--- config.mk ---
export PLATFORM = sky130hd
export DESIGN_NAME = bitcell_ctrl
export DESIGN_NICKNAME = d
export VERILOG_FILES = /design/src/rtl/bitcell_ctrl.sv
export SDC_FILE = /design/constraint.sdc
export NUM_CORES = 1
export LEC_CHECK = 0
export ABC_AREA = 1
export CAP_MARGIN = 20
export CELL_PAD_IN_SITES_DETAIL_PLACEMENT = 0
export CELL_PAD_IN_SITES_GLOBAL_PLACEMENT = 1
export CORE_MARGIN = 5
export CORE_UTILIZATION = 22
export DETAILED_ROUTE_END_ITERATION = 12
export PLACE_DENSITY = 0.86
export SLEW_MARGIN = 10
export SYNTH_ARGS = -nofsm -noshare
export SYNTH_HDL_FRONTEND = slang
export SYNTH_SLANG_ARGS = --single-unit
--- constraint.sdc ---
create_clock -name clk -period 1.85 [get_ports clk]
set_input_delay 0.185 -clock clk [delete_from_list [all_inputs] [get_ports clk]]
set_output_delay 0.185 -clock clk [all_outputs]
set_load 0.005 [all_outputs]
--- src/rtl/bitcell_ctrl.sv ---
// ============================================================================
//  Module      : bitcell_ctrl
//  Description : Request-driven controller that pulses NAND SR-latch bit cells
//                for writes and captures latch outputs for reads.
//  Revision    : 1.0 - initial release
// ============================================================================
`default_nettype none

module bitcell_ctrl #(
    parameter int WIDTH        = 8,
    parameter int DEPTH        = 4,
    parameter int PULSE_CYCLES = 2,
    localparam int AW          = $clog2(DEPTH)
) (
    input  logic                   clk,
    input  logic                   reset,
    input  logic                   req_valid,
    output logic                   req_ready,
    input  logic                   req_write,
    input  logic [AW-1:0]          req_addr,
    input  logic [WIDTH-1:0]       req_wdata,
    output logic                   rsp_valid,
    output logic [WIDTH-1:0]       rsp_rdata,
    output logic [DEPTH*WIDTH-1:0] cell_set_n,
    output logic [DEPTH*WIDTH-1:0] cell_reset_n,
    input  logic [DEPTH*WIDTH-1:0] cell_q
);

    localparam int               c_CNT_W = $clog2(PULSE_CYCLES + 1);
    localparam logic [c_CNT_W-1:0] c_LAST = c_CNT_W'(PULSE_CYCLES - 1);

    typedef enum logic [1:0] {
        IDLE    = 2'd0,
        PULSE   = 2'd1,
        RECOVER = 2'd2,
        READ    = 2'd3
    } state_t;

    state_t               r_state;
    state_t               w_next;
    logic [c_CNT_W-1:0]   r_cnt;
    logic [AW-1:0]        r_addr;
    logic [WIDTH-1:0]     r_wdata;
    logic [WIDTH-1:0]     r_rdata;
    logic                 r_ready;
    logic                 r_rsp_valid;
    logic [WIDTH-1:0]     w_rd_word;
    logic                 w_accept;

    // r_ready is only ever high in IDLE, so it alone qualifies acceptance
    assign w_accept = r_ready & req_valid;

    always_comb begin
        w_next = r_state;
        case (r_state)
            IDLE:    if (w_accept) w_next = req_write ? PULSE : READ;
            PULSE:   if (r_cnt == c_LAST) w_next = RECOVER;
            RECOVER: w_next = IDLE;
            READ:    w_next = IDLE;
            default: w_next = IDLE;
        endcase
    end

    // Out-of-range addresses match no word and read back as zero
    always_comb begin
        w_rd_word = '0;
        for (int i = 0; i < DEPTH; i++) begin
            if (r_addr == AW'(i)) w_rd_word = cell_q[i*WIDTH +: WIDTH];
        end
    end

    always_ff @(posedge clk) begin
        if (reset) begin
            r_state     <= IDLE;
            r_cnt       <= '0;
            r_addr      <= '0;
            r_wdata     <= '0;
            r_rdata     <= '0;
            r_ready     <= 1'b0;
            r_rsp_valid <= 1'b0;
        end else begin
            r_state     <= w_next;
            r_ready     <= (w_next == IDLE);
            r_rsp_valid <= (r_state == READ);
            r_cnt       <= (r_state == PULSE) ? r_cnt + c_CNT_W'(1) : '0;
            if (r_state == READ) r_rdata <= w_rd_word;
            if (w_accept) r_addr <= req_addr;
            if (w_accept && req_write) r_wdata <= req_wdata;
        end
    end

    // Set and reset of one cell are complements of a single data bit,
    // so both can never be low together.
    generate
        for (genvar w = 0; w < DEPTH; w++) begin : g_word
            logic w_sel;
            assign w_sel = (r_state == PULSE) && (r_addr == AW'(w));
            assign cell_set_n[w*WIDTH +: WIDTH]   = w_sel ? ~r_wdata : {WIDTH{1'b1}};
            assign cell_reset_n[w*WIDTH +: WIDTH] = w_sel ?  r_wdata : {WIDTH{1'b1}};
        end
    endgenerate

    assign req_ready = r_ready;
    assign rsp_valid = r_rsp_valid;
    assign rsp_rdata = r_rdata;

endmodule

`default_nettype wire

# After elaboration in Yosys (flattened, before gate mapping)
# Cells that the tools add are included.
# word_totals
reg_bits,24
input_bits,46
output_inout_bits,74
wordCells,44
# classes
n_addsub,1
n_eq_ne,7
mux,16
n_bitwise,3
reduce_logical,10
# ops
cell,n
$mux 8,12
$eq 2x2->1 const B,4
$not 8->8,1
$eq 2x1->1 const B,3
$logic_not 2->1,3
$mux 2,3
$pmux 2 s3,1
$logic_and 1x1->1,5
$reduce_or 2->1,2
$add 2x1->2 const B,1
$and 1x1->1,1
$not 1->1,1

# Depth between registers and ports, before layout
# logic_depth
depth_word,5
ltp_mapped,6
mapped_depth_nobuf,5

# Worst setup path after synthesis
# OpenSTA, ideal clock, no wires.
# synth_timing
path_type,reg-to-output
from,register r_addr[1]
to,output cell_reset_n[16]
t_arrival_ns,1.007
required_time_ns,1.665
setup_slack_ns,0.658
path_stages_with_launch,6
path_buffers,2
path_cell_list,dfxtp_1 > buf_4 > inv_2 > nor3_4 > buf_6 > nand2_1
# synth_via
elab_chain_len,3
# synth_lines
item,line_no,source
from (decl),42,logic [AW-1:0] r_addr;
from (signal assigned),87,if (w_accept) r_addr <= req_addr;
$eq 2x2->1,97,assign w_sel = (r_state == PULSE) && (r_addr == AW'(w));
$logic_and 1x1->1,97,
$mux 8,99,assign cell_reset_n[w*WIDTH +: WIDTH] = w_sel ? r_wdata : {WIDTH{1'b1}};
to (decl),25,"output logic [DEPTH*WIDTH-1:0] cell_reset_n,"
# Every way passes these cells.

# Final worst setup path
# layout_timing
from,register r_state[0]
to,output cell_set_n[14]
# layout_via
elab_chain_len,3
# layout_lines
item,line_no,source
from (decl),39,state_t r_state;
from (signal assigned),82,r_state <= w_next;
$eq 2x1->1,97,
$logic_and 1x1->1,97,
$mux 8,98,assign cell_set_n[w*WIDTH +: WIDTH] = w_sel ? ~r_wdata : {WIDTH{1'b1}};
to (decl),24,"output logic [DEPTH*WIDTH-1:0] cell_set_n,"
# Every way passes these cells.

==> results.md <==
- Root buffer cell: clkbuf_8
- CP endpoint kind: output port
- Peak VDD IR: 0.313 mV
- Final Wtd Congestion: 0.866
- Hold Crit Depth: 1
- Setup Viol. Count Final: 0
- Layout cells sized above 1: 11.9%
- Final-report hold violation count: 0
- RSZ-0062 raised after global routing: yes
- Total congestion overflow: 0
- WL final: 6210 um
- CP Data Required Time: 1.66 ns
- Largest net degree at the start of global routing: 17
- R2R depth: 5
- Fmax: 552 MHz
- HP Start: r_cnt[0]
- Top-count cell post-synth: nand2_1
- P&R area growth vs syn: 102%
- DPL Wire Length: 4890 um
- Clock share of power: 28.6%
- GRT Total Usage: 13.6%
- Worst reg2reg startpoint: r_state[0]
- I/O pin count: 120
- Via-per-instance ratio: 4.41
- Top FF cell, synth: dfxtp_1
- Slew HR: 64.0%
- Cell Area, Synth: 1450 um^2
- Mapped Nets: 275
- WHS Endpoint: r_cnt[0]
- Synth top area share: 33.2%
- R2R Setup Slk: 0.51 ns
- CP Class: reg2out
- Pwr dens: 445 nW/um^2
- First-pass GRT wire length: 9350 um
- Most common library cells after synthesis: nand2_1, dfxtp_1, o21ai_0
- Horiz. Die Dim: 91.1 um
- Clk_lat worst skew: 0.27 ns
- Vias in the first global route: 1793
- Placement Rows: 29
- Final period util: 97.9%
- Cell accounting for the most synthesized area: dfxtp_1
- Async S/R FF share, synth: 0%
- Vias: 1927
- Die height: 91.1 um
- Starting Density: 22.6%
- Initial DRC Count: 80
- NetSw: 0.000373 W
- Sequential share of power: 43.5%
- YS warnings: 0
- Sequential area share after synthesis: 33.2%
- Worst min-delay path category: reg2reg
- Initial antenna violation count: 0
- Tightest Pin Transition: 0.539 ns
- Slew Viols, Final: 0
- Switch share: 28.7%
- TNS Setup: 0 ns
- DRC errors left: 0
- Placeable Area: 6390 um^2
- Most area-consuming cells after synthesis: dfxtp_1, nand2_1, o21ai_0
- Worst R2R End: rsp_rdata[6]
- Status: completed
- PortBufs: 119
- Synth Area per Inst: 6.34 um^2
- Max cap viols: 0
- Register bit total from synthesis: 24
- TritonCTS clock tree: done
- Int Power: 0.000926 W
- Clock Path Buffers: 2
- Netlist cell types: 23
- Leak pwr: 1.00 nW
- Post-Syn Instances: 228
- Antenna Nets Post-Route: 0
- Diode count: 0
- Worst Path Arrival: 1.63 ns
- CTS sink cnt: 24
- # nets final: 408
- CTS H-tree lvls: 1
- Worst clock skew: 0.00520 ns
- Worst-path fanout max: 10
- Power, Total: 0.00130 W
- Setup ws final: 0.0383 ns
- Fin crit period: 1.81 ns
- Power share of the combinational group: 27.9%
- Dpl ws: 0.126 ns
- Startpoint types: register
- First-pass DRT Iterations: 5
- CTS Buf Count: 3
- Clk pin slew, worst setup/hold paths: 0.09 ns
- Die area: 8300 um^2
- DR WL/cell: 14.2 um
- EDFF count, synth: 0
[cells in the final DEF (no fill, tap or decap)]
master            n
nor2_1           18
buf_6             7
o21ai_0          19
or2_2             1
nor2_4            2
dlymetal6s2s_1   25
buf_4            12
nor3_4            3
nor2_2            1
a21oi_1          16
ha_1              1
a21oi_2           2
dlygate4sd2_1    37
clkdlybuf4s50_1  57
inv_1            12
o31ai_1           1
dfxtp_2           3
o22ai_1           1
buf_8             2
dfxtp_1          20
nand2_1          92
nand2_2           1
inv_2             3
clkbuf_8          4
dfxtp_4           1
inv_4             1
nand3_1          17
and3_1            1
[registers in the layout (all words and copies together) (netlist names)]
name       flops
r_state        2
rsp_rdata      8
req_ready      1
rsp_valid      1
r_addr         2
r_wdata        8
r_cnt          2
[repair_timing]
item	CTS	global route
setup endpoints to repair	64	26
hold buffers	0	0
resized for setup	49	29
setup buffers	1	6
pin swaps	0	1
[final cells by class]
class / count / area, um^2
fillers: 676 / 3460
inverters: 16 / 62.6
well taps: 77 / 96.3
repair buffers: 140 / 1410
flip-flops and latches: 24 / 488
multi-input cells: 176 / 813
clock buffers: 4 / 55.1
[metrics by stage]
stage / hold slack (ns) / instance area [um^2] / util, % / cells
after floorplan: 0.287 / 1450 / - / 228
after global placement: 0.408 / 2750 / 43.0 / 426
after detailed placement: 0.417 / 2750 / 43.0 / 426
after CTS: 0.432 / 2800 / 43.8 / 431
after global routing: 0.450 / 2920 / 45.7 / 437
final: 0.430 / 2920 / 45.7 / 437
[layer usage]
layer / global-route usage [%] / part of all wire (%) / vias to the layer above
met2: 24.8 / 52 / 60
met5: 0 / 0 / -
li1: - / - / 986
met3: 2.07 / 4.4 / 6
met4: 4.28 / 1.5 / 0
met1: 16.3 / 42 / 875
[power by group through the flow]
stage	clock network [W]	registers [W]	logic, W
final	0.000372	0.000565	0.000362
after global routing	0.000395	0.000569	0.000397
after CTS	0.000379	0.000565	0.000349
after detailed placement	0	0.000576	0.000356
after global placement	0	0.000575	0.000355
after floorplan	0	0.000566	0.000162
[worst max-delay path, stage by stage (launching register included)]
cell           delay, ns
dfxtp_2             0.35
inv_2               0.04
nor2_4              0.13
inv_4               0.08
nor3_4              0.17
buf_6               0.13
buf_8               0.12
nand2_1             0.06
dlygate4sd2_1       0.27
[logic make-up (layout without fill, tap and decap cells)]
group	Yosys count	in the layout	synth area share [%]
AND/OR/NAND/NOR	136	136	41.1
flip-flops	24	24	33.2
buffers and inverters	28	160	10.6
adder cells (fa/ha/maj)	1	1	0.865
AO/OA/AOI/OAI	39	39	14.3
[how the worst max path moves through the flow]
stage,slack [ns],from,depth (start not counted),end
5_1_grt,-0.04,r_state[0],8,cell_set_n[14]
6_report,0.04,r_state[0],8,cell_set_n[14]
3_3_place_gp,0.15,r_addr[1],5,cell_set_n[22]
3_5_place_dp,0.13,r_addr[1],5,cell_set_n[22]
2_1_floorplan,0.66,r_addr[1],5,cell_reset_n[16]
4_1_cts,-0.03,r_state[0],7,cell_set_n[11]
Power figures use the tool's default switching activity.
